--- src/rtl/led_blink_sequencer_if.sv ---
// Bundles the tick input, control pulses and LED/status outputs of led_blink_sequencer.
`default_nettype none

interface led_blink_sequencer_if #(
  parameter int CNT_W = 8
);
  logic             tick_enable;
  logic             start;
  logic             stop;
  logic             mode;
  logic             led;
  logic             busy;
  logic             burst_done;
  logic [CNT_W-1:0] blink_cnt;

  modport master (
    output tick_enable, start, stop, mode,
    input  led, busy, burst_done, blink_cnt
  );

  modport slave (
    input  tick_enable, start, stop, mode,
    output led, busy, burst_done, blink_cnt
  );
endinterface

`default_nettype wire

--- src/rtl/led_blink_sequencer.sv ---
// led_blink_sequencer: counts tick_enable pulses and drives an LED in bursts of blinks
// separated by a pause, with single-burst or repeat mode.
`default_nettype none

module led_blink_sequencer #(
  parameter int ON_TICKS    = 2,
  parameter int OFF_TICKS   = 3,
  parameter int BURST_LEN   = 3,
  parameter int PAUSE_TICKS = 10,
  parameter int CNT_W       = 8
) (
  input  logic                  sys_clk,
  input  logic                  sys_rst,
  led_blink_sequencer_if.slave  bus
);

  generate
    if (ON_TICKS < 1 || OFF_TICKS < 1 || BURST_LEN < 1) begin : g_bad_params
      $fatal(1, "led_blink_sequencer: ON_TICKS, OFF_TICKS and BURST_LEN must be >= 1");
    end
  endgenerate

  localparam int MAX_T_A = (ON_TICKS > OFF_TICKS) ? ON_TICKS : OFF_TICKS;
  localparam int MAX_T   = (MAX_T_A > PAUSE_TICKS) ? MAX_T_A : PAUSE_TICKS;
  localparam int TCW     = $clog2(MAX_T + 1);
  localparam int IW      = $clog2(BURST_LEN + 1);

  // Terminal values are "count before the final tick", so a phase ends on the tick reaching N.
  localparam logic [TCW-1:0]   c_ON_LAST    = TCW'(ON_TICKS - 1);
  localparam logic [TCW-1:0]   c_OFF_LAST   = TCW'(OFF_TICKS - 1);
  localparam logic [TCW-1:0]   c_PAUSE_LAST = TCW'((PAUSE_TICKS > 0) ? PAUSE_TICKS - 1 : 0);
  localparam logic [IW-1:0]    c_IDX_LAST   = IW'(BURST_LEN - 1);
  localparam logic [CNT_W-1:0] c_CNT_MAX    = {CNT_W{1'b1}};

  typedef enum logic [1:0] {
    S_IDLE  = 2'd0,
    S_ON    = 2'd1,
    S_OFF   = 2'd2,
    S_PAUSE = 2'd3
  } state_e;

  state_e           state_q, state_d;
  logic [TCW-1:0]   tick_q, tick_d;
  logic [IW-1:0]    idx_q, idx_d;
  logic             mode_q, mode_d;
  logic [CNT_W-1:0] cnt_q, cnt_d;
  logic             led_q, led_d;
  logic             busy_q, busy_d;
  logic             done_q, done_d;

  always_comb begin
    state_d = state_q;
    tick_d  = tick_q;
    idx_d   = idx_q;
    mode_d  = mode_q;
    cnt_d   = cnt_q;
    done_d  = 1'b0;

    if (bus.stop) begin
      state_d = S_IDLE;
      tick_d  = '0;
      idx_d   = '0;
    end else begin
      case (state_q)
        S_IDLE: begin
          if (bus.start) begin
            state_d = S_ON;
            tick_d  = '0;
            idx_d   = '0;
            mode_d  = bus.mode;
          end
        end
        S_ON: begin
          if (bus.tick_enable) begin
            if (tick_q == c_ON_LAST) begin
              state_d = S_OFF;
              tick_d  = '0;
            end else begin
              tick_d = tick_q + TCW'(1);
            end
          end
        end
        S_OFF: begin
          if (bus.tick_enable) begin
            if (tick_q == c_OFF_LAST) begin
              tick_d = '0;
              if (cnt_q != c_CNT_MAX) begin
                cnt_d = cnt_q + CNT_W'(1);
              end
              if (idx_q != c_IDX_LAST) begin
                idx_d   = idx_q + IW'(1);
                state_d = S_ON;
              end else begin
                idx_d  = '0;
                done_d = 1'b1;
                if (mode_q) begin
                  state_d = S_IDLE;
                end else if (PAUSE_TICKS > 0) begin
                  state_d = S_PAUSE;
                end else begin
                  state_d = S_ON;
                end
              end
            end else begin
              tick_d = tick_q + TCW'(1);
            end
          end
        end
        S_PAUSE: begin
          if (bus.tick_enable) begin
            if (tick_q == c_PAUSE_LAST) begin
              state_d = S_ON;
              tick_d  = '0;
            end else begin
              tick_d = tick_q + TCW'(1);
            end
          end
        end
        default: begin
          state_d = S_IDLE;
          tick_d  = '0;
          idx_d   = '0;
        end
      endcase
    end

    led_d  = (state_d == S_ON);
    busy_d = (state_d != S_IDLE);
  end

  always_ff @(posedge sys_clk) begin
    if (sys_rst) begin
      state_q <= S_IDLE;
      tick_q  <= '0;
      idx_q   <= '0;
      mode_q  <= 1'b0;
      cnt_q   <= '0;
      led_q   <= 1'b0;
      busy_q  <= 1'b0;
      done_q  <= 1'b0;
    end else begin
      state_q <= state_d;
      tick_q  <= tick_d;
      idx_q   <= idx_d;
      mode_q  <= mode_d;
      cnt_q   <= cnt_d;
      led_q   <= led_d;
      busy_q  <= busy_d;
      done_q  <= done_d;
    end
  end

  assign bus.led        = led_q;
  assign bus.busy       = busy_q;
  assign bus.burst_done = done_q;
  assign bus.blink_cnt  = cnt_q;

endmodule

`default_nettype wire

--- src/flat_wrapper.sv ---
// flat-port wrapper written by rule: the top's interface ports become plain ports
module led_blink_sequencer_flat 
#(
  parameter int ON_TICKS    = 2,
  parameter int OFF_TICKS   = 3,
  parameter int BURST_LEN   = 3,
  parameter int PAUSE_TICKS = 10,
  parameter int CNT_W       = 8
)
  (sys_clk, sys_rst, bus_tick_enable, bus_start, bus_stop, bus_mode, bus_led, bus_busy, bus_burst_done, bus_blink_cnt);
  led_blink_sequencer_if #(.CNT_W(CNT_W)) bus_i ();
  input  logic sys_clk;
  input  logic sys_rst;
  input wire logic [$bits(bus_i.tick_enable)-1:0] bus_tick_enable;
  input wire logic [$bits(bus_i.start)-1:0] bus_start;
  input wire logic [$bits(bus_i.stop)-1:0] bus_stop;
  input wire logic [$bits(bus_i.mode)-1:0] bus_mode;
  output wire logic [$bits(bus_i.led)-1:0] bus_led;
  output wire logic [$bits(bus_i.busy)-1:0] bus_busy;
  output wire logic [$bits(bus_i.burst_done)-1:0] bus_burst_done;
  output wire logic [$bits(bus_i.blink_cnt)-1:0] bus_blink_cnt;
  assign bus_i.tick_enable = bus_tick_enable;
  assign bus_i.start = bus_start;
  assign bus_i.stop = bus_stop;
  assign bus_i.mode = bus_mode;
  assign bus_led = bus_i.led;
  assign bus_busy = bus_i.busy;
  assign bus_burst_done = bus_i.burst_done;
  assign bus_blink_cnt = bus_i.blink_cnt;
  led_blink_sequencer #(.ON_TICKS(ON_TICKS), .OFF_TICKS(OFF_TICKS), .BURST_LEN(BURST_LEN), .PAUSE_TICKS(PAUSE_TICKS), .CNT_W(CNT_W)) u_core (.sys_clk(sys_clk), .sys_rst(sys_rst), .bus(bus_i));
endmodule
--- config.mk ---
export PLATFORM = sky130hd
export DESIGN_NAME = led_blink_sequencer_flat
export DESIGN_NICKNAME = d
export VERILOG_FILES = /design/src/rtl/led_blink_sequencer_if.sv /design/src/rtl/led_blink_sequencer.sv /design/src/flat_wrapper.sv
export SDC_FILE = /design/constraint.sdc
export NUM_CORES = 1
export LEC_CHECK = 0
export BUFFER_PORTS_ARGS = -buffer_cell sky130_fd_sc_hd__buf_2
export CORE_MARGIN = 2
export CORE_UTILIZATION = 40
export CTS_CLUSTER_DIAMETER = 50
export DETAILED_ROUTE_END_ITERATION = 8
export PLACE_DENSITY = 0.7
export REMOVE_ABC_BUFFERS = 1
export SLEW_MARGIN = 20
export SYNTH_ARGS = -nofsm -noshare
export SYNTH_HDL_FRONTEND = slang
export SYNTH_SLANG_ARGS = --single-unit
--- constraint.sdc ---
create_clock -name sys_clk -period 3.95 [get_ports sys_clk]
set_clock_uncertainty 0.05 [all_clocks]
set_input_delay 0.1975 -clock sys_clk [delete_from_list [all_inputs] [get_ports sys_clk]]
set_output_delay 0.1975 -clock sys_clk [all_outputs]
set_load 0.02 [all_outputs]
# [Word-level counts from Yosys, hierarchy flattened]
# Cells that the tools add are included.
[classes] n_addsub=3 n_eq_ne=14 mux=25 bitwise=4 n_reduce_logical=9
[op_table] operator="2-to-1 mux 2 bit" count=14
[op_table] operator="2-to-1 mux 4 bit" count=7
[op_table] operator="one-hot mux 4 bit (4 select lines)" count=1
[op_table] operator="inequality test 2 bit (second input constant)" count=5
[op_table] operator="adder 8 x 1 -> 8 bit (second input constant)" count=1
[op_table] operator="inequality test 8 bit (second input constant)" count=1
[op_table] operator="one-hot mux 2 bit (4 select lines)" count=1
[op_table] operator="AND reduction 4 bit" count=2
[op_table] operator="AND reduction 5 bit" count=1
[op_table] operator="OR reduction 5 bit" count=1
[op_table] operator="adder 4 x 1 -> 4 bit (second input constant)" count=1
[op_table] operator="equality test 2 x 1 -> 1 bit (second input constant)" count=2
[op_table] operator="equality test 2 bit (second input constant)" count=2
[op_table] operator="equality test 4 x 1 -> 1 bit (second input constant)" count=1
[op_table] operator="equality test 4 x 2 -> 1 bit (second input constant)" count=1
[op_table] operator="equality test 4 bit (second input constant)" count=1
[op_table] operator="NOT 1 bit" count=4
[op_table] operator="one-hot mux 2 bit (2 select lines)" count=1
[op_table] operator="nonzero test 2 bit" count=2
[op_table] operator="AND reduction 3 bit" count=1
[op_table] operator="adder 2 x 1 -> 2 bit (second input constant)" count=1
[op_table] operator="logical NOT 2 bit" count=1
[op_table] operator="inequality test 2 x 1 -> 1 bit (second input constant)" count=1
[op_table] operator="OR reduction 2 bit" count=1
[op_table] operator="2-to-1 mux 1 bit" count=1
[totals] reg_bits=20 in_bits=6 output_inout_bits=11 elab_cells=63

# [Logic depth before layout (Yosys ltp)]
[depth] ltp_word=7 depth_mapped=6 depth_no_buf=6

# [Worst setup path before layout]
# OpenSTA, ideal clock, no wires.
[synth_timing] path_kind="reg-to-reg" from="register u_core.tick_q[0]" to="register u_core.cnt_q[6], in the netlist u_core.bus.blink_cnt[6]" setup_ns=0.071 arrival_ns=1.498 slack_ns=2.331 stages_incl_launch_ff=7 n_path_buf=0 path_cell_list="dfxtp_1 > inv_1 > ha_1 > and4bb_4 > o211ai_4 > or4_1 > a21oi_1"
[synth_via] elab_chain_len=2
[synth_rtl] item="start, declared" line="led_blink_sequencer.sv:43" source="logic [TCW-1:0] tick_q, tick_d;"
[synth_rtl] item="start signal, assigned" line="led_blink_sequencer.sv:143" source="tick_q <= tick_d;"
[synth_rtl] item="equality test 4 x 2 -> 1 bit" line="led_blink_sequencer.sv:85" source="if (tick_q == c_OFF_LAST) begin"
[synth_rtl] item="AND reduction 5 bit (no line)"
[synth_rtl] item="end signal, assigned" line="led_blink_sequencer.sv:146" source="cnt_q <= cnt_d;"
[synth_rtl] item="end, declared" line="led_blink_sequencer.sv:46" source="logic [CNT_W-1:0] cnt_q, cnt_d;"
# Every way passes these cells.
# A chain may end at the register's enable or synchronous reset.

# [Worst setup path in the final report]
[layout_timing] from="register u_core.tick_q[1]" to="register u_core.cnt_q[5], in the netlist u_core.bus.blink_cnt[5]"
# The elaborated chain is that of the path after synthesis.

==> impl_metrics.yaml <==
sta:
  slew_viol_final: 0
  finalCriticalPeriod_ps: 1820
  rsz0062_at_grt: "no"
  worst_slack_ps: 2130
  min_period_over_period: 0.460
  hold_viol: 0
  setup_viol: 0
  relSlewSlack: 0.622
  tns_ps: 0
  worst_slew_pin_slew_ps: 561
  fmaxAchievable_ghz: 0.551
global_routing:
  grt-ovfl-total: 0
  grt_pass1_vias: 863
  grt_pass1_wl_um: 3720
  antenna_found_initial: 0
  track_usage: 0.147
  grt_max_degree: 14
critical_path:
  critical_path_arrival_ps: 2000
  worstPathCellList: "ha_1 -> and4bb_4 -> o2111ai_1 -> or3_1 -> a21oi_1"
  r2r_start: "u_core.tick_q[1]$_SDFFE_PP0P_"
  slowest_stage: "dfxtp_1"
  cp_top_family: "simple AND/OR/NAND/NOR gates"
  critPathMaxStageDelay_ps: 420
  crit_type: "reg2reg"
  reg2regPathDepth: 5
  path_max_fanout: 5
  required_ps: 4140
  r2r_setup_slack_ps: 2130
  crit_path_start_kind: "flop"
  r2r-end: "u_core.bus.blink_cnt[5]$_SDFFE_PP0P_"
  critPathCaptureType: "flop"
  worst-path-buf-inv: 0
yosys:
  ys_warn_count: 0
  synth-edff-count: 0
  ys_seq_area_frac: 0.374
  netlist_top_cells_area: "dfxtp_1, a21oi_1, ha_1, nor2_1, or3_1"
  ys_types: 42
  synth_most_common_cell: "dfxtp_1"
  synth_top_area_cell: "dfxtp_1"
  ys_ff_latch: 20
  netlist_top_cells_count: "dfxtp_1, a21oi_1, nor2_1"
  netlist_area_sq_um: 1070
  ys_async_sr_fraction: 0
  ys.flop_type: "dfxtp_1"
  synth_top_area_frac: 0.374
  avgSynthCellArea_sq_um: 8.78
  synthCells: 122
cells_and_area:
  drive_gt1_frac: 0.182
  finalNetCount: 148
  fin_cells: 167
  area_delta_synth_final_pct: 11.6
  diodes: 0
  fillCellCount: 247
  multi_input_area_sq_um: 618
  post-route-util: 0.478
  seqCellArea_sq_um: 400
detailed_routing:
  drt.antenna.violating_nets: 0
  drc_errors: 0
  vias: 951
  drtIter0Drc: 28
  viasPerCell: 5.69
  drtPass1Iterations: 4
  drt-total-wl_um: 2260
  routedWlPerCell_um: 13.6
clock_network:
  path_clk_slew_ps: 110
  clockBufferDepth: 2
  h-tree-depth: 1
  clockRootBuffer: "clkbuf_4"
  ctsResizeCount: 0
  clk_latency_ps: 290
  clock_sink_count: 20
  numCtsBuffers: 3
  hold_buffers: 0
  postCtsSetupBuffers: 0
  cts_tree: "done"
flow_run:
  maxCapViolations: 0
pwr:
  p_leak_nw: 0.443
  switching_share: 0.220
  power_w: 0.000343
  vdd_drop_max_mv: 0.167
  intPower_w: 0.000267
  power_frac_comb: 0.058
  power_density_nw_per_um2: 287
  seqPwrFrac: 0.602
  p_clk_frac: 0.339
  p_switching_w: 0.0000755
hold_path:
  hold_path_class: "in2reg"
  hold-path-cell-count: 3
  hold_start: "bus_mode"
  holdPathEnd: "u_core.mode_q$_SDFFE_PP0P_"
place:
  post-place-ws_ps: 2160
  place_inst: 163
  portBuffers: 16
  dp_hpwl_um: 1700
  gp_congestion: 0.772
outcome:
  status: "finished clean"
floorplanning:
  dieArea_sq_um: 3110
  dieWidth_um: 55.7
  die_h_um: 55.7
  num_rows: 18
  core_sq_um: 2500
  io_pins: 17
  initial_core_util: 0.428
-- worst register-to-register path: stages (launching register included) --
cell and delay [ps]:
dfxtp_1 420, ha_1 240, and4bb_4 310, o2111ai_1 220, or3_1 380, a21oi_1 140
-- cell families after synthesis --
group / Yosys count / synth area share
DFF: 20 / 0.374
AOI/OAI and AO/OA: 33 / 0.208
adders and majority gates: 4 / 0.0467
muxes: 2 / 0.0187
xor gates and xnor gates: 3 / 0.0245
buffers and inverters: 11 / 0.0491
and+or+nand+nor: 49 / 0.279
-- sequential cells by signal, indices dropped and copies added, names as in the netlist --
register and cells:
u_core.idx_q 2, u_core.mode_q 1, u_core.bus.blink_cnt 8, u_core.state_q 2, u_core.tick_q 4, u_core.bus.led 1
u_core.bus.busy 1, u_core.bus.burst_done 1
-- metal layers --
layer  vias up  GRT usage  share of wire  wire length (um)
li1        476          -              -                 -
met1       451      0.193           0.46              1050
met2        24      0.241           0.50              1120
met3         0     0.0256          0.040                91
met4         0     0.0523              0                 0
met5         -          0              0                 0
-- final cells by class --
type / count / share of cell area
Inverter: 6 / 0.0188
Tap cell: 30 / 0.0314
Clock buffer: 4 / 0.0304
Timing Repair Buffer: 16 / 0.0670
Multi-Input combinational cell: 91 / 0.517
Sequential cell: 20 / 0.335
-- power groups by stage --
stage | Combinational [W] | Sequential (W) | Clock (W)
floorplan | 0.00000956 | 0.000212 | 0
global placement | 0.0000195 | 0.000211 | 0
detailed placement | 0.0000201 | 0.000211 | 0
CTS | 0.0000202 | 0.000206 | 0.000119
global route | 0.0000223 | 0.000207 | 0.000126
finish | 0.0000200 | 0.000206 | 0.000116
-- layout by cell type, fill, tap and decap left out, types with 2 or more instances in the layout --
cell type  netlist  final
xor2_1           2      2
buf_2            0     16
nor2_1          10     10
a21o_1           2      2
nand3_1          6      6
or3_1            6      6
nand3b_1         3      3
a21oi_1         11     11
o21ai_0          7      7
ha_1             4      4
o211ai_1         2      2
nand4_1          4      4
clkbuf_4         0      3
inv_1            6      6
nand2_1          4      4
nand2b_1         3      3
nor3_1           3      3
mux2i_1          2      2
dfxtp_1         20     20
-- how the worst max path moves through the flow --
stage | end | cells after the start | start
after floorplan | u_core.bus.blink_cnt[6]$_SDFFE_PP0P_ | 6 | u_core.tick_q[0]$_SDFFE_PP0P_
after global placement | u_core.bus.blink_cnt[5]$_SDFFE_PP0P_ | 6 | u_core.tick_q[0]$_SDFFE_PP0P_
after detailed placement | u_core.bus.blink_cnt[5]$_SDFFE_PP0P_ | 5 | u_core.tick_q[1]$_SDFFE_PP0P_
after CTS | u_core.bus.blink_cnt[7]$_SDFFE_PP0P_ | 5 | u_core.tick_q[1]$_SDFFE_PP0P_
after global routing | u_core.bus.blink_cnt[7]$_SDFFE_PP0P_ | 4 | u_core.state_q[1]$_SDFF_PP0_
final | u_core.bus.blink_cnt[5]$_SDFFE_PP0P_ | 5 | u_core.tick_q[1]$_SDFFE_PP0P_
-- per-stage QoR --
step	cell area, sq um	hold WS, ps
after floorplan	1040	217
after global placement	1160	390
after detailed placement	1160	406
after CTS	1190	88.2
after global routing	1190	100
final	1190	94.7
Note: power is estimated with default switching activity, not from simulation.
